**config.mk**
```make
export PLATFORM = sky130hd
export DESIGN_NAME = ula
export DESIGN_NICKNAME = d
export VERILOG_FILES = /design/src/rtl/ula.sv
export SDC_FILE = /design/constraint.sdc
export NUM_CORES = 1
export LEC_CHECK = 0
export CAP_MARGIN = 20
export CORE_UTILIZATION = 35
export DETAILED_ROUTE_END_ITERATION = 8
export PLACE_DENSITY_LB_ADDON = 0.05
export SYNTH_ARGS = -nofsm -noshare
export SYNTH_HDL_FRONTEND = slang
export SYNTH_SLANG_ARGS = --single-unit
export TNS_END_PERCENT = 20
```
**constraint.sdc**
```tcl
create_clock -name clk -period 1 [get_ports clk]
set_input_delay 0.1 -clock clk [delete_from_list [all_inputs] [get_ports clk]]
set_output_delay 0.1 -clock clk [all_outputs]
set_load 0.02 [all_outputs]
```
**src/rtl/ula.sv**
```systemverilog
// ula: 8-bit ALU. It has add/sub/and/or/not/xor/shl/shr modes, a registered result and four status flags.
// Latency: 1 cycle. The outputs after edge N reflect a/b/mode sampled at edge N.
// Backpressure: none. It accepts a new operation on every rising edge and has no enable.
module ula #(
    parameter int WIDTH = 8
) (
    input  logic             clk,
    input  logic             rst_n,
    input  logic [WIDTH-1:0] a,
    input  logic [WIDTH-1:0] b,
    input  logic [3:0]       mode,
    output logic [WIDTH-1:0] result,
    output logic             carry,
    output logic             zero,
    output logic             negative,
    output logic             overflow
);

    localparam logic [3:0] MODE_ADD = 4'b0000;
    localparam logic [3:0] MODE_SUB = 4'b0001;
    localparam logic [3:0] MODE_AND = 4'b0010;
    localparam logic [3:0] MODE_OR  = 4'b0011;
    localparam logic [3:0] MODE_NOT = 4'b0100;
    localparam logic [3:0] MODE_XOR = 4'b0101;
    localparam logic [3:0] MODE_SHL = 4'b0110;
    localparam logic [3:0] MODE_SHR = 4'b0111;

    // The extra top bit of the 9-bit sum is the carry out.
    // The extra top bit of the 9-bit difference is the borrow.
    logic [WIDTH:0]   sum_ext;
    logic [WIDTH:0]   diff_ext;
    logic [WIDTH-1:0] res_nxt;
    logic             carry_nxt;
    logic             ovf_nxt;

    assign sum_ext  = {1'b0, a} + {1'b0, b};
    assign diff_ext = {1'b0, a} - {1'b0, b};

    // Select the operation result and its carry/overflow.
    // Modes that do not define a flag leave it at 0.
    always_comb begin
        res_nxt   = '0;
        carry_nxt = 1'b0;
        ovf_nxt   = 1'b0;
        case (mode)
            MODE_ADD: begin
                res_nxt   = sum_ext[WIDTH-1:0];
                carry_nxt = sum_ext[WIDTH];
                ovf_nxt   = (a[WIDTH-1] == b[WIDTH-1]) &&
                            (sum_ext[WIDTH-1] != a[WIDTH-1]);
            end
            MODE_SUB: begin
                res_nxt   = diff_ext[WIDTH-1:0];
                carry_nxt = diff_ext[WIDTH];
                ovf_nxt   = (a[WIDTH-1] != b[WIDTH-1]) &&
                            (diff_ext[WIDTH-1] != a[WIDTH-1]);
            end
            MODE_AND: res_nxt = a & b;
            MODE_OR:  res_nxt = a | b;
            MODE_NOT: res_nxt = ~a;
            MODE_XOR: res_nxt = a ^ b;
            MODE_SHL: begin
                res_nxt   = {a[WIDTH-2:0], 1'b0};
                carry_nxt = a[WIDTH-1];
            end
            MODE_SHR: begin
                res_nxt   = {1'b0, a[WIDTH-1:1]};
                carry_nxt = a[0];
            end
            default: res_nxt = '0;
        endcase
    end

    // Register the result and flags on every edge.
    // Reset forces the "zero result" state immediately.
    always_ff @(posedge clk or negedge rst_n) begin
        if (!rst_n) begin
            result   <= '0;
            carry    <= 1'b0;
            zero     <= 1'b1;
            negative <= 1'b0;
            overflow <= 1'b0;
        end else begin
            result   <= res_nxt;
            carry    <= carry_nxt;
            zero     <= (res_nxt == '0);
            negative <= res_nxt[WIDTH-1];
            overflow <= ovf_nxt;
        end
    end

endmodule

```
Word level (Yosys, flattened, before mapping)
Index checks and enable logic that the tools add are counted.
W data, S select, Z words.
{"block": "totals", "inputBits": 22, "reg_bits": 12, "output_inout_bits": 12, "word_cells": 29}
{"block": "op_classes", "muxes": 3, "n_addsub": 2, "eq_ne": 11, "n_reduce_logical": 4, "bitwise": 4}
{"operator": "$pmux W8 S8", "count": 1}
{"operator": "$eq A4 B3 Y1 const B", "count": 4}
{"operator": "$add A8 B8 Y9", "count": 1}
{"operator": "$sub A8 B8 Y9", "count": 1}
{"operator": "$and A8 B8 Y8", "count": 1}
{"operator": "$eq A4 B2 Y1 const B", "count": 2}
{"operator": "$logic_not A8 Y1", "count": 1}
{"operator": "$not A8 Y8", "count": 1}
{"operator": "$or A8 B8 Y8", "count": 1}
{"operator": "$xor A8 B8 Y8", "count": 1}
{"operator": "$eq A4 B1 Y1 const B", "count": 1}
{"operator": "$logic_not A4 Y1", "count": 1}
{"operator": "$pmux W1 S4", "count": 1}
{"operator": "$ne A1 B1 Y1", "count": 3}
{"operator": "$logic_and A1 B1 Y1", "count": 2}
{"operator": "$pmux W1 S2", "count": 1}
{"operator": "$eq A1 B1 Y1", "count": 1}

Longest topological paths before layout
Gate-level depths: netlist of run 1.
{"block": "logic_depth", "depth_word": 4, "ltp_mapped": 10, "ltp_nobuf": 10}

Worst setup path before layout of run 1
OpenSTA, ideal clock, no wires.
{"block": "synth_path", "path_kind": "input to register", "startpoint": "in b[1]", "endpoint": "reg zero", "path_stages": 8, "path_buffers": 0, "t_required_ns": 0.910, "arrival_ns": 2.116, "setup_time_ns": 0.090, "path_slack_ns": -1.206, "path_cell_list": "inv_1 ha_1 or2_1 a211o_1 and4_4 or3_4 or4b_1 nor4_2"}
{"block": "synth_via", "elab_chain_len": 3, "word_cells_on_any_way": 7, "cone_classes": "add/sub: 2; mux: 1; bitwise: 3; reduce/logical: 1"}
{"element": "from (decl)", "line": "10", "rtl": "input logic [WIDTH-1:0] b,"}
{"element": "$sub A8 B8 Y9 / $add A8 B8 Y9 (equally long branches)", "line": "37, 36"}
{"element": "$pmux W8 S8 *", "line": "45", "rtl": "case (mode)"}
{"element": "net res_nxt[3]", "line": "32", "rtl": "logic [WIDTH-1:0] res_nxt;"}
{"element": "$logic_not A8 Y1 *", "line": "86", "rtl": "zero <= (res_nxt == '0);"}
{"element": "to (signal assigned)", "line": "86"}
{"element": "to (decl)", "line": "14", "rtl": "output logic zero,"}
The timed path passes the listed nets; every way through them passes the cells marked *.

Worst setup path in the final report of run 1
{"block": "layout_path", "startpoint": "in a[0]", "endpoint": "reg zero"}
{"block": "layout_via", "elab_chain_len": 3, "word_cells_on_any_way": 8, "cone_classes": "add/sub: 2; mux: 1; bitwise: 4; reduce/logical: 1"}
{"element": "from (decl)", "line": "9", "rtl": "input logic [WIDTH-1:0] a,"}
{"element": "$sub A8 B8 Y9 / $add A8 B8 Y9 (equally long branches)", "line": "37, 36"}
{"element": "$pmux W8 S8 *", "line": "45"}
{"element": "net res_nxt[1]", "line": "32"}
{"element": "$logic_not A8 Y1 *", "line": "86"}
Marked as above.

==> results of run 1 <==
critical path: stages:
cell	delay [ps]
buf_12	110
inv_6	50
ha_4	130
inv_2	30
fa_2	430
mux4_2	470
a22o_1	260
nor2_1	90
or4b_4	470
nor4_4	130
power groups by stage:
| stage | clock network, µW | registers, µW | logic (µW) |
|---|---|---|---|
| finish | 429 | 504 | 1470 |
| global route | 458 | 510 | 1570 |
| CTS | 440 | 504 | 1420 |
| detailed placement | 0 | 512 | 1240 |
| global placement | 0 | 510 | 1230 |
| floorplan | 0 | 570 | 542 |
path summary, 6_finish.rpt:
path / startpoint / to / slack (ps) / depth (start not counted)
setup / recovery: a[0] / zero$_DFF_PN1_ / -1120 / 10
hold / removal: rst_n / result[0]$_DFF_PN0_ / 40 / 1
max in group asynchronous: rst_n / zero$_DFF_PN1_ / 590 / 2
min in group clk: mode[3] / result[1]$_DFF_PN0_ / 410 / 3
through the flow:
| step | cells | setup slack [ps] | cell area, µm² | power [µW] |
|---|---|---|---|---|
| CTS | 375 | -1250 | 3030 | 2370 |
| detailed placement | 364 | -1870 | 2680 | 1750 |
| floorplan | 212 | -1170 | 1740 | 1110 |
| global placement | 364 | -1770 | 2680 | 1740 |
| global route | 375 | -1220 | 3050 | 2540 |
| finish | 375 | -1120 | 3050 | 2410 |
cells in the mapped netlist, types with 3 or more instances:
master,instances
inv_1,25
ha_1,24
nor2_1,16
a21oi_1,15
dfrtp_1,10
nand2_1,10
o21ai_0,9
buf_2,6
nor3_1,6
or3_1,6
a211oi_1,5
a21o_1,5
a211o_1,4
mux2i_1,4
nor2b_1,4
a31oi_1,3
buf_1,3
clkbuf_1,3
nand3_1,3
layout make-up:
cell class,count,area [µm²]
multi-input combinational,163,1550
fill,357,1450
timing repair buffer,120,991
sequential,11,277
inverter,25,119
tap,52,65.1
clock buffer,4,45.0
per-layer routing:
layer,wire (µm),vias to the layer above
met5,0,-
met4,114,0
met3,314,12
met2,3050,58
met1,2630,1005
li1,-,1004
cell families after synthesis:
kind of cell | count (synthesis) | synth area share, %
AO/OA/AOI/OAI | 67 | 28.1
AND/OR/NAND/NOR | 62 | 20.1
buffers and inverters | 38 | 9.11
adder cells (fa/ha/maj) | 26 | 20.1
flip-flops | 11 | 16.4
multiplexers | 7 | 5.70
XOR/XNOR | 1 | 0.519
repair_timing:
action                                  in CTS  in global routing
gates resized for setup                    147                 18
gates cloned                                 0                  0
pin swaps                                   34                 17
endpoints found under the setup margin      23                 21
buffers inserted                             7                  0
state kept, by name, indices dropped and copies added, names as in the netlist:
signal    flops
negative      1
zero          1
carry         1
result        7
overflow      1
==> flow_summary.json, run 1 <==
{
  "row_count": 24,
  "cp-end-kind": "flip-flop",
  "outcome": "finished, violations left",
  "synth_area_um2": 1690,
  "die_h_um": 71.5,
  "finalHoldViolCount": 0,
  "met2_usage_pct": 44.1,
  "final_common_cell": "buf_4",
  "route.vias.total": 2079,
  "final.setup.worst_slack_ps": -1120,
  "cts_sinks": 11,
  "p_clk_share_pct": 17.8,
  "ys_ff_latch": 11,
  "postSynthAreaPerCell_um2": 7.97,
  "maxSlewHeadroom_pct": 74.7,
  "p_leak_uw": 0.00144,
  "switching_share_pct": 36.5,
  "combPwrFrac_pct": 61.2,
  "fin_setup_tns_ps": -7330,
  "boundaryPins": 34,
  "vias_per_cell": 5.54,
  "grt_overflow": 0,
  "synth_area_leaders": "ha_1, dfrtp_1, inv_1, a21oi_1, nor2_1",
  "final_cell_mix": "buf_4, a21oi_1, nor2_1, buf_6",
  "p_int_uw": 1530,
  "firstDrtPassIters": 4,
  "postCtsHoldBufs": 0,
  "finalMaxSlewViolations": 0,
  "worstSetupStartpointType": "input pin",
  "diodes": 0,
  "holdCritPathClass": "in2async",
  "cts_buffers": 3,
  "violations": "negative setup slack",
  "drv_cap": 0,
  "grt_start_max_net_pins": 19,
  "path_clk_slew_ps": 50,
  "initialDrtViolationCount": 93,
  "cp_max_fo": 3,
  "core_area_um2": 4500,
  "power_density_nw_per_um2": 789,
  "netlist_instances": 212,
  "track_usage_pct": 25.2,
  "worst_slew_pin_slew_ps": 378,
  "yosysUniqueCellTypes": 60,
  "synth_warnings": 0,
  "layout-drive-gt1-share_pct": 51.1,
  "start_util_pct": 37.5,
  "synth_top_area_cell": "ha_1",
  "setup_viol": 11,
  "final_nets": 372,
  "fmax_mhz": 471,
  "rsz0062_at_grt": "true",
  "drcViolationCount": 0,
  "synth_fp_nets": 260,
  "drt_wl_total_um": 6110,
  "ant_nets": 0,
  "period_minus_slack_ps": 2120,
  "cts_tree": "built",
  "synthFlopType": "dfrtp_1",
  "synth-edff-count": 0,
  "p_switching_uw": 877,
  "grt_pass1_vias": 2078,
  "htreeDepth": 1,
  "crit_type": "in2reg",
  "vdd_drop_max_mv": 0.336,
  "grt_use_met1_pct": 32.3,
  "gp_congestion": 0.974,
  "async_reset_ff_share_pct": 100,
  "clockBufferDepth": 2,
  "area_growth_pct": 80.6,
  "grt-busiest-layer": "met2",
  "cp.required_ps": 1150,
  "fin_util_pct": 67.7,
  "antenna_found_initial": 0,
  "cp_data_arrival_time_ps": 2270,
  "pwr-share-seq_pct": 21.0,
  "use_met3_pct": 2.67,
  "die_w_um": 71.5,
  "grt_pass1_wl_um": 10100,
  "hold_slack_ps": 36.8,
  "synth.yosys.seq_area_share_pct": 16.4,
  "portBuffers": 33,
  "cts_root_buffer": "clkbuf_8",
  "fp.dieArea_um2": 5110,
  "synth_top_cell_area_share_pct": 17.8,
  "dp_hpwl_um": 4670,
  "fin_crit_sh_pct": 212,
  "wl_per_cell_um": 16.3
}
(Power assumes the default switching activity.)
==> run 2: changes to the inputs <==
SETUP_SLACK_MARGIN = 0.4   (was unset)
==> flow_summary.json, run 2 (same netlist as run 1, synthesis figures left out) <==
{
  "outcome": "finished, violations left",
  "violations": "negative setup slack",
  "setup_viol": 11,
  "area_growth_pct": 83.1,
  "fin_cells": 375,
  "postCtsHoldBufs": 0,
  "largest_reg_flops": 7,
  "boundaryPins": 34,
  "maxSlewHeadroom_pct": 74.7,
  "dpl_worst_slack_ps": -1870,
  "cp-end-kind": "flip-flop",
  "track_usage_pct": 25.3,
  "clockBufferDepth": 2,
  "p_int_uw": 1570,
  "worstSetupStartpointType": "input pin",
  "cp.required_ps": 1150,
  "row_count": 24,
  "drt_wl_total_um": 6100,
  "initialDrtViolationCount": 93,
  "final_cell_mix": "buf_4, buf_6, a21oi_1",
  "fmax_mhz": 471,
  "ant_nets": 0,
  "portBuffers": 33,
  "crit_type": "in2reg",
  "placed_cells": 364,
  "finalMaxSlewViolations": 0,
  "p_leak_uw": 0.00146,
  "power_density_nw_per_um2": 795,
  "vdd_drop_max_mv": 0.359,
  "drv_cap": 0,
  "htreeDepth": 1,
  "cts_buffers": 3,
  "cp_max_fo": 3,
  "cts_root_buffer": "clkbuf_8",
  "wl_per_cell_um": 16.3,
  "rsz0062_at_grt": "true",
  "final_nets": 372,
  "antenna_found_initial": 0,
  "cts_tree": "built",
  "diodes": 0,
  "grt_pass1_wl_um": 10100,
  "vias_per_cell": 5.54,
  "finalHoldViolCount": 0,
  "period_minus_slack_ps": 2120,
  "grt_overflow": 0,
  "start_util_pct": 37.5,
  "worst_slew_pin_slew_ps": 378,
  "gp_congestion": 0.974,
  "p_clk_share_pct": 17.5,
  "final_common_cell": "buf_4",
  "firstDrtPassIters": 4,
  "die_w_um": 71.5,
  "switching_share_pct": 36.1,
  "core_area_um2": 4500,
  "drcViolationCount": 0,
  "holdCritPathClass": "in2async",
  "fillers": 351,
  "startpoint": "a[0]",
  "final.setup.worst_slack_ps": -1120,
  "pwr-share-seq_pct": 20.9,
  "dp_hpwl_um": 4670,
  "cts_sinks": 11,
  "p_switching_uw": 886,
  "die_h_um": 71.5,
  "layout-drive-gt1-share_pct": 52.9,
  "combPwrFrac_pct": 61.6,
  "fp.dieArea_um2": 5110,
  "grt_pass1_vias": 2081,
  "path_clk_slew_ps": 50,
  "route.vias.total": 2079,
  "grt_start_max_net_pins": 19,
  "cp_data_arrival_time_ps": 2270,
  "fin_crit_sh_pct": 212,
  "largest_register": "result"
}
[run 2: cell count changes in the layout (fill, tap and decap cells not counted), sizes merged]
cell,previous run,this run
buf,99,110
clkdlybuf4s15,7,1
clkbuf,9,4
[run 2: metrics by stage]
stage	utilization [%]	setup TNS (ps)	total power [µW]	hold WS (ps)	area, µm²
6_report	68.7	-7330	2460	36.9	3090
5_1_grt	68.7	-7870	2590	27.8	3090
4_1_cts	67.8	-7490	2410	31.5	3050
3_5_place_dp	59.5	-15560	1750	277	2680
3_3_place_gp	59.5	-15070	1740	282	2680
2_1_floorplan	-	-7210	1110	-196	1740
[run 2: critical path, stage by stage]
cell and delay (ps):
buf_12 110, inv_6 50, ha_4 130, inv_2 30, fa_2 430, mux4_2 470
a22o_1 260, nor2_1 90, or4b_4 470, nor4_4 130
[run 2: routing by layer]
metal,vias to the layer above,global-route usage [%],part of all wire (%)
li1,1004,-,-
met1,1005,32.3,43
met2,58,44.2,50
met3,12,2.67,5.1
met4,0,8.93,1.9
met5,-,0,0
[run 2: what timing repair did]
action / CTS / global route
pin swaps: 34 / 17
endpoints found under the hold margin: 0 / 0
setup buffers: 7 / 0
setup endpoints to repair: 23 / 23
gates resized for setup: 196 / 9
[run 2: path summary, 6_finish.rpt]
check | endpoint | slack, ps | depth (start not counted)
min in group clk | result[1]$_DFF_PN0_ | 410 | 3
min | result[0]$_DFF_PN0_ | 40 | 1
max in group asynchronous | zero$_DFF_PN1_ | 590 | 2
max | zero$_DFF_PN1_ | -1120 | 10
[run 2: power by group through the flow]
stage	Combinational, µW	Clock, µW	Sequential [µW]
finish	1510	429	514
global route	1620	458	519
CTS	1460	440	514
detailed placement	1240	0	512
global placement	1230	0	510
floorplan	542	0	570
[run 2: area by class of cell]
| class | instances | area [µm²] | area share (%) |
|---|---|---|---|
| Inverter | 25 | 119 | 3.84 |
| Multi-Input combinational cell | 163 | 1550 | 50.2 |
| Sequential cell | 11 | 277 | 8.94 |
| Timing Repair Buffer | 120 | 1030 | 33.4 |
| Clock buffer | 4 | 45.0 | 1.46 |
| Tap cell | 52 | 65.1 | 2.10 |
